[src/rtl/des_perm_pipe_pkg.sv]
// -----------------------------------------------------------------------------
// des_pkg
// Shared constants and types for the DES permutation pipeline:
//   - BLOCK_W        : DES block width (64 bits, DES bit n at vector index n)
//   - des_mode_e     : per-block mode encoding (IP, FP, pass, reserved)
//   - IP_TABLE       : initial permutation, entry n = source DES bit of output bit n
//   - FP_TABLE       : final permutation (inverse of IP), same indexing
//   - stage_t        : contents of one pipeline stage (valid, mode, data)
// -----------------------------------------------------------------------------
package des_pkg;

   localparam int BLOCK_W = 64;

   typedef enum logic [1:0] {
      MODE_IP   = 2'b00,
      MODE_FP   = 2'b01,
      MODE_PASS = 2'b10,
      MODE_RSVD = 2'b11
   } des_mode_e;

   // Output DES bit n is taken from input DES bit IP_TABLE[n].
   localparam logic [6:0] IP_TABLE [1:64] = '{
      7'd58, 7'd50, 7'd42, 7'd34, 7'd26, 7'd18, 7'd10, 7'd2,
      7'd60, 7'd52, 7'd44, 7'd36, 7'd28, 7'd20, 7'd12, 7'd4,
      7'd62, 7'd54, 7'd46, 7'd38, 7'd30, 7'd22, 7'd14, 7'd6,
      7'd64, 7'd56, 7'd48, 7'd40, 7'd32, 7'd24, 7'd16, 7'd8,
      7'd57, 7'd49, 7'd41, 7'd33, 7'd25, 7'd17, 7'd9,  7'd1,
      7'd59, 7'd51, 7'd43, 7'd35, 7'd27, 7'd19, 7'd11, 7'd3,
      7'd61, 7'd53, 7'd45, 7'd37, 7'd29, 7'd21, 7'd13, 7'd5,
      7'd63, 7'd55, 7'd47, 7'd39, 7'd31, 7'd23, 7'd15, 7'd7
   };

   // Output DES bit n is taken from input DES bit FP_TABLE[n]; FP undoes IP.
   localparam logic [6:0] FP_TABLE [1:64] = '{
      7'd40, 7'd8,  7'd48, 7'd16, 7'd56, 7'd24, 7'd64, 7'd32,
      7'd39, 7'd7,  7'd47, 7'd15, 7'd55, 7'd23, 7'd63, 7'd31,
      7'd38, 7'd6,  7'd46, 7'd14, 7'd54, 7'd22, 7'd62, 7'd30,
      7'd37, 7'd5,  7'd45, 7'd13, 7'd53, 7'd21, 7'd61, 7'd29,
      7'd36, 7'd4,  7'd44, 7'd12, 7'd52, 7'd20, 7'd60, 7'd28,
      7'd35, 7'd3,  7'd43, 7'd11, 7'd51, 7'd19, 7'd59, 7'd27,
      7'd34, 7'd2,  7'd42, 7'd10, 7'd50, 7'd18, 7'd58, 7'd26,
      7'd33, 7'd1,  7'd41, 7'd9,  7'd49, 7'd17, 7'd57, 7'd25
   };

   typedef struct packed {
      logic               valid;
      logic [1:0]         mode;
      logic [BLOCK_W:1]   data;
   } stage_t;

endpackage : des_pkg

[src/rtl/des_perm_pipe_if.sv]
// -----------------------------------------------------------------------------
// des_perm_pipe_if
// Handshake bundle of the DES permutation pipeline.
//   Input side : wInValid, rInReady, wMode, wInputData
//   Output side: rOutValid, wOutReady, rOutputData, rOutMode
//   Status     : rModeErr (sticky reserved-mode flag), rBlockCount
// Modports: master = block producer/consumer (bench or staging logic),
//           slave  = the permutation engine.
// -----------------------------------------------------------------------------
interface des_perm_pipe_if #(
   parameter int CNT_W = 16
);
   import des_pkg::*;

   logic                 wInValid;
   logic                 rInReady;
   logic [1:0]           wMode;
   logic [BLOCK_W:1]     wInputData;
   logic                 rOutValid;
   logic                 wOutReady;
   logic [BLOCK_W:1]     rOutputData;
   logic [1:0]           rOutMode;
   logic                 rModeErr;
   logic [CNT_W-1:0]     rBlockCount;

   modport master (
      output wInValid, wMode, wInputData, wOutReady,
      input  rInReady, rOutValid, rOutputData, rOutMode, rModeErr, rBlockCount
   );

   modport slave (
      input  wInValid, wMode, wInputData, wOutReady,
      output rInReady, rOutValid, rOutputData, rOutMode, rModeErr, rBlockCount
   );

endinterface : des_perm_pipe_if

[src/rtl/des_perm_pipe_lut.sv]
// -----------------------------------------------------------------------------
// des_perm_lut
// Purely combinational DES bit permutation selected per block.
//   data_i [64:1] : input block, index n = DES bit n
//   mode_i [1:0]  : IP, FP, pass; reserved behaves as pass
//   data_o [64:1] : permuted block, index n = DES bit n
// -----------------------------------------------------------------------------
module des_perm_lut
   import des_pkg::*;
(
   input  logic [BLOCK_W:1] data_i,
   input  logic [1:0]       mode_i,
   output logic [BLOCK_W:1] data_o
);

   // Table-driven bit gather; every output bit picks one input bit.
   always_comb begin
      data_o = data_i;
      case (mode_i)
         MODE_IP: begin
            for (int n = 1; n <= BLOCK_W; n++) begin
               data_o[n] = data_i[IP_TABLE[n]];
            end
         end
         MODE_FP: begin
            for (int n = 1; n <= BLOCK_W; n++) begin
               data_o[n] = data_i[FP_TABLE[n]];
            end
         end
         MODE_PASS: data_o = data_i;
         MODE_RSVD: data_o = data_i;
         default:   data_o = data_i;
      endcase
   end

endmodule : des_perm_lut

[src/rtl/des_perm_pipe.sv]
// -----------------------------------------------------------------------------
// des_perm_pipe
// Elastic, valid/ready DES permutation pipeline. The permutation is applied
// combinationally on the accepted block and captured in stage 0; later stages
// only move data forward. Bubbles collapse, so a stalled output lets upstream
// stages keep filling until every stage holds a block.
// Ports:
//   wClk    : clock, rising-edge
//   wReset  : synchronous active-high reset (discards in-flight blocks)
//   bus     : des_perm_pipe_if.slave (input/output handshakes, mode,
//             sticky rModeErr, rBlockCount of output handshakes)
// Parameters:
//   PIPE_STAGES : register stages input->output, legal 1..4 (= latency)
//   CNT_W       : width of rBlockCount
// -----------------------------------------------------------------------------
module des_perm_pipe
   import des_pkg::*;
#(
   parameter int PIPE_STAGES = 2,
   parameter int CNT_W       = 16
)(
   input  logic           wClk,
   input  logic           wReset,
   des_perm_pipe_if.slave bus
);

   localparam int LAST = PIPE_STAGES - 1;
   localparam logic [CNT_W-1:0] CNT_ONE = {{(CNT_W-1){1'b0}}, 1'b1};

   stage_t                 stage_q [PIPE_STAGES];
   stage_t                 stage_d [PIPE_STAGES];
   logic [PIPE_STAGES-1:0] adv_s;
   logic [BLOCK_W:1]       perm_s;
   logic                   in_ready_s;
   logic                   accept_s;
   logic                   emit_s;
   logic                   mode_err_q;
   logic                   mode_err_d;
   logic [CNT_W-1:0]       cnt_q;
   logic [CNT_W-1:0]       cnt_d;

   des_perm_lut u_lut (
      .data_i (bus.wInputData),
      .mode_i (bus.wMode),
      .data_o (perm_s)
   );

   // Advance chain from the output back: a stage moves when it is empty or
   // its successor moves; this is what lets bubbles collapse.
   always_comb begin
      adv_s       = '0;
      adv_s[LAST] = !stage_q[LAST].valid || bus.wOutReady;
      for (int k = LAST - 1; k >= 0; k--) begin
         adv_s[k] = !stage_q[k].valid || adv_s[k+1];
      end
   end

   // Handshake qualifiers; ready depends on wOutReady but never on wInValid.
   always_comb begin
      in_ready_s = !wReset && adv_s[0];
      accept_s   = bus.wInValid && in_ready_s;
      emit_s     = stage_q[LAST].valid && bus.wOutReady;
   end

   // Next-state for the stage registers, the sticky error and the counter.
   always_comb begin
      for (int k = 0; k < PIPE_STAGES; k++) begin
         stage_d[k] = stage_q[k];
      end
      if (adv_s[0]) begin
         stage_d[0].valid = accept_s;
         stage_d[0].mode  = bus.wMode;
         stage_d[0].data  = perm_s;
      end else begin
         stage_d[0] = stage_q[0];
      end
      for (int k = 1; k < PIPE_STAGES; k++) begin
         if (adv_s[k]) begin
            stage_d[k] = stage_q[k-1];
         end else begin
            stage_d[k] = stage_q[k];
         end
      end
      if (accept_s && (bus.wMode == MODE_RSVD)) begin
         mode_err_d = 1'b1;
      end else begin
         mode_err_d = mode_err_q;
      end
      if (emit_s) begin
         cnt_d = cnt_q + CNT_ONE;
      end else begin
         cnt_d = cnt_q;
      end
   end

   // State registers with synchronous reset; reset drops in-flight blocks.
   always_ff @(posedge wClk) begin
      if (wReset) begin
         for (int k = 0; k < PIPE_STAGES; k++) begin
            stage_q[k] <= '0;
         end
         mode_err_q <= 1'b0;
         cnt_q      <= '0;
      end else begin
         for (int k = 0; k < PIPE_STAGES; k++) begin
            stage_q[k] <= stage_d[k];
         end
         mode_err_q <= mode_err_d;
         cnt_q      <= cnt_d;
      end
   end

   assign bus.rInReady    = in_ready_s;
   assign bus.rOutValid   = stage_q[LAST].valid;
   assign bus.rOutputData = stage_q[LAST].data;
   assign bus.rOutMode    = stage_q[LAST].mode;
   assign bus.rModeErr    = mode_err_q;
   assign bus.rBlockCount = cnt_q;

endmodule : des_perm_pipe

[src/flat_wrapper.sv]
// flat-port wrapper written by rule: the top's interface ports become plain ports
module des_perm_pipe_flat import des_pkg::*;
#(
   parameter int PIPE_STAGES = 2,
   parameter int CNT_W       = 16
)
  (wClk, wReset, bus_wInValid, bus_wMode, bus_wInputData, bus_wOutReady, bus_rInReady, bus_rOutValid, bus_rOutputData, bus_rOutMode, bus_rModeErr, bus_rBlockCount);
  des_perm_pipe_if #(.CNT_W(CNT_W)) bus_i ();
  input  logic wClk;
  input  logic wReset;
  input wire logic [$bits(bus_i.wInValid)-1:0] bus_wInValid;
  input wire logic [$bits(bus_i.wMode)-1:0] bus_wMode;
  input wire logic [$bits(bus_i.wInputData)-1:0] bus_wInputData;
  input wire logic [$bits(bus_i.wOutReady)-1:0] bus_wOutReady;
  output wire logic [$bits(bus_i.rInReady)-1:0] bus_rInReady;
  output wire logic [$bits(bus_i.rOutValid)-1:0] bus_rOutValid;
  output wire logic [$bits(bus_i.rOutputData)-1:0] bus_rOutputData;
  output wire logic [$bits(bus_i.rOutMode)-1:0] bus_rOutMode;
  output wire logic [$bits(bus_i.rModeErr)-1:0] bus_rModeErr;
  output wire logic [$bits(bus_i.rBlockCount)-1:0] bus_rBlockCount;
  assign bus_i.wInValid = bus_wInValid;
  assign bus_i.wMode = bus_wMode;
  assign bus_i.wInputData = bus_wInputData;
  assign bus_i.wOutReady = bus_wOutReady;
  assign bus_rInReady = bus_i.rInReady;
  assign bus_rOutValid = bus_i.rOutValid;
  assign bus_rOutputData = bus_i.rOutputData;
  assign bus_rOutMode = bus_i.rOutMode;
  assign bus_rModeErr = bus_i.rModeErr;
  assign bus_rBlockCount = bus_i.rBlockCount;
  des_perm_pipe #(.PIPE_STAGES(PIPE_STAGES), .CNT_W(CNT_W)) u_core (.wClk(wClk), .wReset(wReset), .bus(bus_i));
endmodule
[config.mk]
export PLATFORM = sky130hd
export DESIGN_NAME = des_perm_pipe_flat
export DESIGN_NICKNAME = d
export VERILOG_FILES = /design/src/rtl/des_perm_pipe_pkg.sv /design/src/rtl/des_perm_pipe_if.sv /design/src/rtl/des_perm_pipe_lut.sv /design/src/rtl/des_perm_pipe.sv /design/src/flat_wrapper.sv
export SDC_FILE = /design/constraint.sdc
export NUM_CORES = 1
export LEC_CHECK = 0
export CAP_MARGIN = 10
export CORE_ASPECT_RATIO = 1.25
export CORE_MARGIN = 2
export CORE_UTILIZATION = 35
export CTS_CLUSTER_DIAMETER = 200
export DETAILED_ROUTE_END_ITERATION = 8
export GPL_TIMING_DRIVEN = 0
export PLACE_DENSITY = 0.6
export SYNTH_ARGS = -nofsm -noshare
export SYNTH_HDL_FRONTEND = slang
export SYNTH_SLANG_ARGS = --single-unit
[constraint.sdc]
create_clock -name wClk -period 1.66 [get_ports wClk]
set_input_delay 0.332 -clock wClk [delete_from_list [all_inputs] [get_ports wClk]]
set_output_delay 0.332 -clock wClk [all_outputs]
set_load 0.02 [all_outputs]
==> flow_summary.json, run 1 <==
{
  "status": "finished, violations left",
  "violations": "setup timing",
  "routed_wl_mm": 21.3,
  "drt-vias-per-instance": 4.77,
  "crit_chain": "nor2b_4 -> and2_4 -> buf_8 -> nor2_4 -> buf_6",
  "route.detailed.drc": 0,
  "start_kind": "flop",
  "ys_seq_elements": 151,
  "grt_pass1_vias": 6149,
  "rr_startpoint": "u_core.stage_q[0][133]$_SDFFE_PP0P_",
  "grt_start_max_net_pins": 17,
  "io_pins": 155,
  "hp-class": "input pin to flop",
  "place_congestion": 0.925,
  "cts_hold_buf": 0,
  "fin_crit_sh_pct": 101,
  "cp.arrival_ns": 1.34,
  "yosysUniqueCellTypes": 33,
  "cts.htree.levels": 4,
  "portBuffers": 151,
  "grt_overflow_total": 0,
  "initial_core_util_pct": 36.0,
  "path_clk_slew_ns": 0.06,
  "fin_tns_setup_ns": -0.0163,
  "crit_buf_inv": 2,
  "detailedPlace.worstSlack_ns": -1.32,
  "drv_cap": 0,
  "syn_area_per_cell_sq_um": 7.50,
  "syn_to_final_growth_pct": 35.3,
  "cts_root_buf": "clkbuf_16",
  "die_x_um": 131,
  "vias": 6646,
  "synth_nets": 1008,
  "setup_ws_ns": -0.0163,
  "nNetsFinal": 1185,
  "drt_iter0_drc": 365,
  "max_stage_delay_ns": 0.34,
  "vdd_ir_drop_max_mv": 0.715,
  "antenna_found_initial": 1,
  "ant_nets": 0,
  "power_density_nw_per_um2": 963,
  "dpl-instance-area_sq_um": 8880,
  "row_count": 57,
  "cpLargestDelayFamily": "simple AND/OR/NAND/NOR gates",
  "p_total_w": 0.00916,
  "cts_tree": "done",
  "post-place-cells": 1353,
  "worstSkewPairLatency_ns": 0.42,
  "critPathCaptureType": "output pin",
  "design.die.area_sq_um": 21200,
  "final_cell_area_sq_um": 9510,
  "hp-start": "bus_wOutReady",
  "setup_viol": 1,
  "cts_sinks": 151,
  "worstSetupStartpoint": "u_core.stage_q[0][133]$_SDFFE_PP0P_",
  "yosysSeqAreaShare_pct": 43.0,
  "timing.fmax_ghz": 0.597,
  "clockBufferDepth": 2,
  "required_ns": 1.33,
  "syn_inst": 937,
  "cp_slowest_cell": "dfxtp_4",
  "finClkSkew_ns": 0.00679,
  "wl_per_cell_um": 15.3,
  "worst_pin_slew_ns": 0.528,
  "hpwl_mm": 16.2,
  "hold_violations": 0,
  "layout.cells.non_filler": 1392,
  "first_pass_iters": 5,
  "drive_above_1_share_pct": 13.2,
  "syn_area_sq_um": 7030,
  "die_h_um": 162,
  "core_area_sq_um": 19500,
  "period_needed_ns": 1.68,
  "grt_usage_pct": 20.0,
  "yosys_warnings": 0,
  "path_max_fanout": 4,
  "final_max_slew_viol_count": 0,
  "rsz0062_at_grt": "yes",
  "timing_worst_setup_path_type": "flop to output pin",
  "grt_pass1_wl_mm": 32.4,
  "power_leakage_nw": 4.28,
  "cts_buffers": 17,
  "slew_headroom_pct": 64.8
}
==> stage by stage <==
step	hold WS [ns]	util, %
after global placement	0.438	45.4
after CTS	0.405	48.5
after global routing	0.455	48.7
final	0.447	48.7
after detailed placement	0.445	45.4
after floorplan	0.432	-
==> sequential cells by signal, indices dropped and copies added (netlist names) <==
name	count
u_core.stage_q	134
u_core.bus.rBlockCount	16
u_core.bus.rModeErr	1
==> cells by family after synthesis <==
kind of cell | after synthesis | synth area share, %
xor+xnor | 11 | 1.37
simple gates | 375 | 20.9
fa+ha+maj | 1 | 0.178
mux | 63 | 8.99
flops | 151 | 43.0
buf+inv | 136 | 11.1
compound gates | 200 | 14.5
==> power breakdown <==
part	internal [W]	total [W]	switching, W
sequential	0.00382	0.00393	0.000102
clock	0.00251	0.00398	0.00147
combinational	0.000569	0.00125	0.000685
==> placed cells by master, fill, tap and decap left out, types with 8 or more instances in the layout <==
cell type,n
a21oi_1,133
nand2_1,327
mux2i_1,62
buf_2,19
xnor2_1,8
buf_4,76
clkdlybuf4s50_1,65
nor2_1,20
clkbuf_16,17
o21ai_1,13
dfxtp_1,144
o21ai_0,48
dlygate4sd2_1,85
clkbuf_1,42
==> path summary, 6_finish.rpt <==
kind                                             end  slack, ns  cells after the start
max                                     bus_rInReady      -0.02                      5
max reg2reg  u_core.bus.rBlockCount[14]$_SDFFE_PP0P_       0.04                      6
min           u_core.bus.rBlockCount[1]$_SDFFE_PP0P_       0.45                      3
min reg2reg       u_core.stage_q[0][94]$_SDFFE_PP0P_       0.45                      2
==> cells in the mapped netlist <==
library cell	number	area share, %
nand2_1	327	17
dfxtp_1	151	43
a21oi_1	134	9.5
buf_4	66	7.0
mux2i_1	62	8.8
o21ai_0	48	3.4
clkbuf_1	46	2.5
nor2_1	22	1.2
buf_2	16	1.1
o21ai_1	13	0.93
nand3_1	8	0.57
xnor2_1	8	1.0
buf_1	5	0.27
nor3_1	4	0.28
inv_1	3	0.16
xor2_1	3	0.37
a211oi_1	2	0.21
and3_1	2	0.18
nor2b_1	2	0.18
nor4_1	2	0.18
a41oi_1	1	0.12
and2_1	1	0.089
ha_1	1	0.18
mux2_2	1	0.16
nand2b_1	1	0.089
nand4_1	1	0.089
nand4_2	1	0.18
o31ai_1	1	0.11
o41ai_1	1	0.12
or2_4	1	0.12
or3_2	1	0.11
or4_1	1	0.11
or4b_1	1	0.14
==> layer usage <==
layer / global-route usage (%) / wire length [um]
met4: 7.69 / 535
met1: 26.0 / 9460
met3: 5.58 / 1460
met2: 31.5 / 9810
met5: 0 / 0
==> layout make-up <==
type | instances | area (sq um)
antenna | 1 | 2.50
buffer | 131 | 787
clock buffer | 24 | 492
clock inverter | 7 | 118
fill | 2068 | 10000
inverter | 3 | 11.3
multi-input combinational | 650 | 3260
sequential | 151 | 3030
tap | 265 | 332
timing repair buffer | 160 | 1470
==> worst register-to-register path, stage by stage (launching register included) <==
cell	delay, ns
dfxtp_4	0.34
buf_4	0.11
buf_4	0.12
and3_2	0.23
nand2_1	0.11
or4_1	0.51
a21oi_1	0.14
==> repair_timing <==
action	4_1_cts	5_1_grt
endpoints found under the setup margin	200	62
resized for setup	113	11
buffers inserted	6	3
pin swaps	1	3
Power figures use the tool's default switching activity.
==> inputs of run 2 (changes only) <==
--- a/config.mk
+++ b/config.mk
@@ -7,7 +7,7 @@
 export LEC_CHECK = 0
 export CAP_MARGIN = 10
 export CORE_ASPECT_RATIO = 1.25
-export CORE_MARGIN = 2
+export CORE_MARGIN = 4
 export CORE_UTILIZATION = 35
 export CTS_CLUSTER_DIAMETER = 200
 export DETAILED_ROUTE_END_ITERATION = 8
==> flow_summary.json, run 2 (synthesis gave the netlist of run 1 again) <==
{
  "drt-vias-per-instance": 4.74,
  "slew_headroom_pct": 64.7,
  "top_layer": "met4",
  "start_kind": "input pin",
  "fin_crit_sh_pct": 103,
  "path_clk_slew_ns": 0.06,
  "grt_pass1_vias": 6440,
  "finClkSkew_ns": 0.00765,
  "hold_violations": 0,
  "portBuffers": 151,
  "ant_nets": 0,
  "initial_core_util_pct": 35.8,
  "drt_iter0_drc": 370,
  "syn_to_final_growth_pct": 35.1,
  "cp.arrival_ns": 1.38,
  "largest_register_ff_count": 134,
  "required_ns": 1.33,
  "clockBufferDepth": 2,
  "core_area_sq_um": 19600,
  "dpl-instance-area_sq_um": 8880,
  "wl_met3_mm": 1.46,
  "drv_cap": 0,
  "die_x_um": 135,
  "nNetsFinal": 1185,
  "final_common_cell": "nand2_1",
  "routed_wl_mm": 21.9,
  "timing_worst_setup_path_type": "input pin to output pin",
  "period_needed_ns": 1.71,
  "route.met2.wl_mm": 9.99,
  "worst_pin_slew_ns": 0.530,
  "grt_usage_pct": 19.4,
  "first_pass_iters": 5,
  "route.detailed.drc": 0,
  "place_congestion": 0.905,
  "status": "finished, violations left",
  "violations": "setup timing",
  "grt_start_max_net_pins": 17,
  "row_count": 57,
  "most-common-layout-cells": "nand2_1, dfxtp_1, a21oi_1",
  "wl_per_cell_um": 15.7,
  "vdd_ir_drop_max_mv": 0.637,
  "antenna_found_initial": 1,
  "die_h_um": 166,
  "power_leakage_nw": 4.27,
  "hpwl_mm": 16.5,
  "cts_buffers": 17,
  "cts.htree.levels": 4,
  "final_cell_area_sq_um": 9500,
  "power_density_nw_per_um2": 952,
  "largest-register": "u_core.stage_q",
  "critPathCaptureType": "output pin",
  "io_pins": 155,
  "drive_above_1_share_pct": 13.2,
  "cts_tree": "done",
  "path_max_fanout": 10,
  "timing.fmax_ghz": 0.584,
  "final_max_slew_viol_count": 0,
  "cts_hold_buf": 0,
  "grt_overflow_total": 0,
  "hp-class": "input pin to flop",
  "worstSkewPairLatency_ns": 0.43,
  "p_total_w": 0.00904,
  "cts_root_buf": "clkbuf_16",
  "grt_pass1_wl_mm": 34.1,
  "rsz0062_at_grt": "yes",
  "setup_ws_ns": -0.0515,
  "drt-met1-wl_mm": 9.75,
  "cts_sinks": 151,
  "setup_viol": 1,
  "vias": 6600,
  "design.die.area_sq_um": 22400
}
==> run 2: routing by layer <==
| metal | up-vias | GRT usage [%] |
|---|---|---|
| met4 | 0 | 8.64 |
| li1 | 3366 | - |
| met3 | 46 | 5.22 |
| met5 | - | 0 |
| met1 | 2975 | 25.3 |
| met2 | 213 | 30.2 |
==> run 2: timing repair <==
item / 4_1_cts / 5_1_grt
resized for setup: 114 / 17
endpoints found under the setup margin: 201 / 68
pin swaps: 0 / 2
gates cloned: 0 / 0
hold endpoints to repair: 0 / 0
setup buffers: 3 / 5
==> run 2: path summary, 6_finish.rpt <==
check | from | cells past startpoint | slack (ns) | to
max | wReset | 5 | -0.05 | bus_rInReady
min | wReset | 3 | 0.37 | u_core.bus.rBlockCount[15]$_SDFFE_PP0P_
max reg2reg | u_core.stage_q[0][133]$_SDFFE_PP0P_ | 6 | 0.03 | u_core.stage_q[0][53]$_SDFFE_PP0P_
min reg2reg | u_core.stage_q[0][98]$_SDFFE_PP0P_ | 2 | 0.45 | u_core.stage_q[0][98]$_SDFFE_PP0P_
==> run 2: stage by stage <==
stage	std cells	util (%)	setup TNS, ns	hold slack, ns	setup slack, ns
after floorplan	937	-	0	0.432	0.00674
after global placement	1353	45.3	-78.84	0.438	-1.33
after detailed placement	1353	45.3	-78.57	0.443	-1.31
after CTS	1388	48.1	-0.576	0.378	-0.217
after global routing	1393	48.4	-0.705	0.400	-0.114
final	1393	48.4	-0.0515	0.374	-0.0515
==> run 2: layout make-up <==
type,instances,area (sq um)
Multi-Input combinational cell,650,3260
Antenna cell,1,2.50
Fill cell,2016,10100
Sequential cell,151,3030
Inverter,3,11.3
Clock inverter,10,121
Buffer,132,805
Clock buffer,22,464
Tap cell,265,332
Timing Repair Buffer,159,1470
==> run 2: critical path, stage by stage <==
cell and delay [ns]:
buf_2 0.26, buf_4 0.28, clkbuf_2 0.30, nor2_4 0.07, buf_6 0.13
==> run 2: power by group <==
part	leakage, nW	total (W)	switching [W]	internal, W
Sequential	1.25	0.00392	0.000102	0.00382
Combinational	2.75	0.00126	0.000687	0.000570
Clock	0.273	0.00386	0.00156	0.00230
==> inputs of run 3 (changes only) <==
--- a/config.mk
+++ b/config.mk
@@ -6,7 +6,6 @@
 export NUM_CORES = 1
 export LEC_CHECK = 0
 export CAP_MARGIN = 10
-export CORE_ASPECT_RATIO = 1.25
 export CORE_MARGIN = 4
 export CORE_UTILIZATION = 35
 export CTS_CLUSTER_DIAMETER = 200
@@ -15,4 +14,5 @@
 export PLACE_DENSITY = 0.6
 export SYNTH_ARGS = -nofsm -noshare
 export SYNTH_HDL_FRONTEND = slang
+export SYNTH_HIERARCHICAL = 1
 export SYNTH_SLANG_ARGS = --single-unit
==> flow_summary.json, run 3 <==
{
  "initial_core_util_pct": 35.5,
  "reg2reg_setup_slack_ns": 0.06,
  "r2r_end": "u_core/stage_q[0][29]$_SDFFE_PP0P_",
  "power_density_nw_per_um2": 962,
  "crit_buf_inv": 2,
  "period_needed_ns": 1.65,
  "drt_iter0_drc": 370,
  "ys.flop_type": "dfxtp_1",
  "max_stage_delay_ns": 0.34,
  "cpLargestDelayFamily": "flip-flops",
  "fin_crit_sh_pct": 99.4,
  "place_congestion": 0.842,
  "cp.arrival_ns": 1.32,
  "cts_buffers": 17,
  "cp.depth": 4,
  "syn_area_sq_um": 6920,
  "die_x_um": 149,
  "required_ns": 1.33,
  "clockBufferDepth": 2,
  "timing_worst_setup_path_type": "flop to output pin",
  "hp-class": "input pin to flop",
  "status": "complete, no violations",
  "final_max_slew_viol_count": 0,
  "cts.htree.levels": 4,
  "synth_most_common_cell": "nand2_1",
  "critPathCaptureType": "output pin",
  "most-common-layout-cells": "nand2_1, dfxtp_1, dlygate4sd2_1",
  "grt_usage_pct": 18.8,
  "cts_tree": "done",
  "ant_nets": 0,
  "nNetsFinal": 1049,
  "io_pins": 155,
  "synth_edf_count": 0,
  "cts_sinks": 151,
  "synth_top_cell_by_area": "dfxtp_1",
  "routed_wl_mm": 20.7,
  "endpoint": "bus_rInReady",
  "crit_chain": "nor2b_4 -> a21oi_4 -> buf_6 -> buf_6",
  "antenna_found_initial": 3,
  "largest-register": "u_core/stage_q",
  "rr_startpoint": "u_core/stage_q[0][133]$_SDFFE_PP0P_",
  "final_common_cell": "nand2_1",
  "syn_to_final_growth_pct": 35.3,
  "setup_viol": 0,
  "die_h_um": 149,
  "grt_overflow_total": 0,
  "timing.fmax_ghz": 0.606,
  "grt_pass1_wl_mm": 32.2,
  "core_area_sq_um": 19500,
  "path_max_fanout": 4,
  "rsz0062_at_grt": "yes",
  "crit_top_cell": "buf_6",
  "drt-vias-per-instance": 4.76,
  "ys_top_cells_by_area": "dfxtp_1, nand2_1, mux2i_1",
  "syn_inst": 799,
  "synth_top_area_share_pct": 43.7,
  "cts_root_buf": "clkbuf_16",
  "syn_area_per_cell_sq_um": 8.66,
  "hold_violations": 0,
  "drive_above_1_share_pct": 16.6,
  "power_leakage_nw": 4.24,
  "ff2ff_path_depth": 8,
  "first_pass_iters": 7,
  "ys_seq_elements": 151,
  "yosys_warnings": 6,
  "start_kind": "flop",
  "grt_start_max_net_pins": 17,
  "p_total_w": 0.00900,
  "cp_slowest_cell": "dfxtp_4",
  "slew_headroom_pct": 63.5,
  "path_clk_slew_ns": 0.07,
  "route.detailed.drc": 0,
  "drv_cap": 0,
  "finClkSkew_ns": 0.0125,
  "yosysUniqueCellTypes": 34,
  "synth_nets": 870,
  "hold_slack_ns": 0.127,
  "async_reset_ff_share_pct": 0,
  "worstSetupStartpoint": "u_core/stage_q[0][133]$_SDFFE_PP0P_",
  "row_count": 51,
  "wl_per_cell_um": 16.5,
  "largest_register_ff_count": 134,
  "yosysSeqAreaShare_pct": 43.7,
  "worstSkewPairLatency_ns": 0.43,
  "grt_pass1_vias": 5754,
  "synthTopCellsByCount": "nand2_1, dfxtp_1, buf_4, a21oi_1, a22o_1",
  "worst_pin_slew_ns": 0.547,
  "cts_hold_buf": 0,
  "hpwl_mm": 15.6,
  "design.die.area_sq_um": 22100,
  "vias": 5989,
  "portBuffers": 152,
  "vdd_ir_drop_max_mv": 0.744
}
[run 3: how the worst min path moves through the flow]
stage | startpoint | to | slack [ns] | cells past startpoint
after floorplan | u_core/stage_q[0][100]$_SDFFE_PP0P_ | u_core/stage_q[0][100]$_SDFFE_PP0P_ | 0.43 | 2
after global placement | u_core/stage_q[0][97]$_SDFFE_PP0P_ | u_core/stage_q[0][97]$_SDFFE_PP0P_ | 0.44 | 2
after detailed placement | u_core/stage_q[0][119]$_SDFFE_PP0P_ | u_core/stage_q[0][119]$_SDFFE_PP0P_ | 0.45 | 2
after CTS | bus_wInputData[21] | u_core/stage_q[0][21]$_SDFFE_PP0P_ | 0.11 | 2
after global routing | bus_wInputData[21] | u_core/stage_q[0][21]$_SDFFE_PP0P_ | 0.10 | 2
final | bus_wInputData[21] | u_core/stage_q[0][21]$_SDFFE_PP0P_ | 0.13 | 2
[run 3: layer usage]
layer | vias up | global-route usage, % | wire, um
met1 | 2752 | 26.2 | 9840
met4 | 2 | 5.13 | 211
met5 | - | 0 | 12
met3 | 21 | 5.21 | 1320
li1 | 3040 | - | -
met2 | 174 | 28.7 | 9350
[run 3: cell families (layout without fill, tap and decap cells)]
kind of cell    count (synthesis)  count (layout)  synth area share (%)
compound gates                200             200                  18.4
xor+xnor                       12              12                  1.52
fa+ha+maj                       1               1                 0.181
buf+inv                       131             323                  13.1
flops                         151             151                  43.7
mux                            63              63                  9.15
other cells                     0               2                     0
simple gates                  241             241                  14.0
[run 3: report_power, final]
group          internal, W  switching, W  leakage (nW)
logic             0.000637      0.000676          2.72
clock network      0.00213       0.00162         0.275
registers          0.00383      0.000110          1.24
total              0.00660       0.00241          4.24
[run 3: timing repair]
item / 4_1_cts / 5_1_grt
buffers inserted: 2 / 7
hold endpoints to repair: 0 / 0
cloned: 0 / 0
setup endpoints to repair: 186 / 85
gates resized for setup: 94 / 23
pin swaps: 1 / 1
[run 3: final cells by class]
type	count	area [sq um]
Tap cell	265	332
Inverter	4	15.0
Sequential cell	151	3030
Clock buffer	18	439
Timing Repair Buffer	161	1480
Clock inverter	14	140
Fill cell	1958	10100
Antenna cell	2	5.00
Multi-Input combinational cell	517	3010
Buffer	126	905
[run 3: through the flow]
step           setup TNS (ns)  cells  area, sq um  util (%)  setup WS [ns]
5_1_grt               -0.0762   1258         9360      48.1        -0.0485
3_3_place_gp           -74.43   1216         8770      45.1          -1.04
4_1_cts                -0.362   1250         9270      47.6         -0.175
6_report                    0   1258         9360      48.1        0.00999
3_5_place_dp           -76.76   1216         8770      45.1          -1.05
2_1_floorplan               0    799         6920         -         0.0981
[run 3: worst reg2reg max path, cell delays in order, from the launching register on]
cell and delay [ns]:
dfxtp_4 0.34, nor2b_4 0.14, buf_4 0.14, buf_4 0.12, and3_4 0.17, buf_6 0.12
buf_8 0.14, buf_6 0.14, a22o_1 0.18
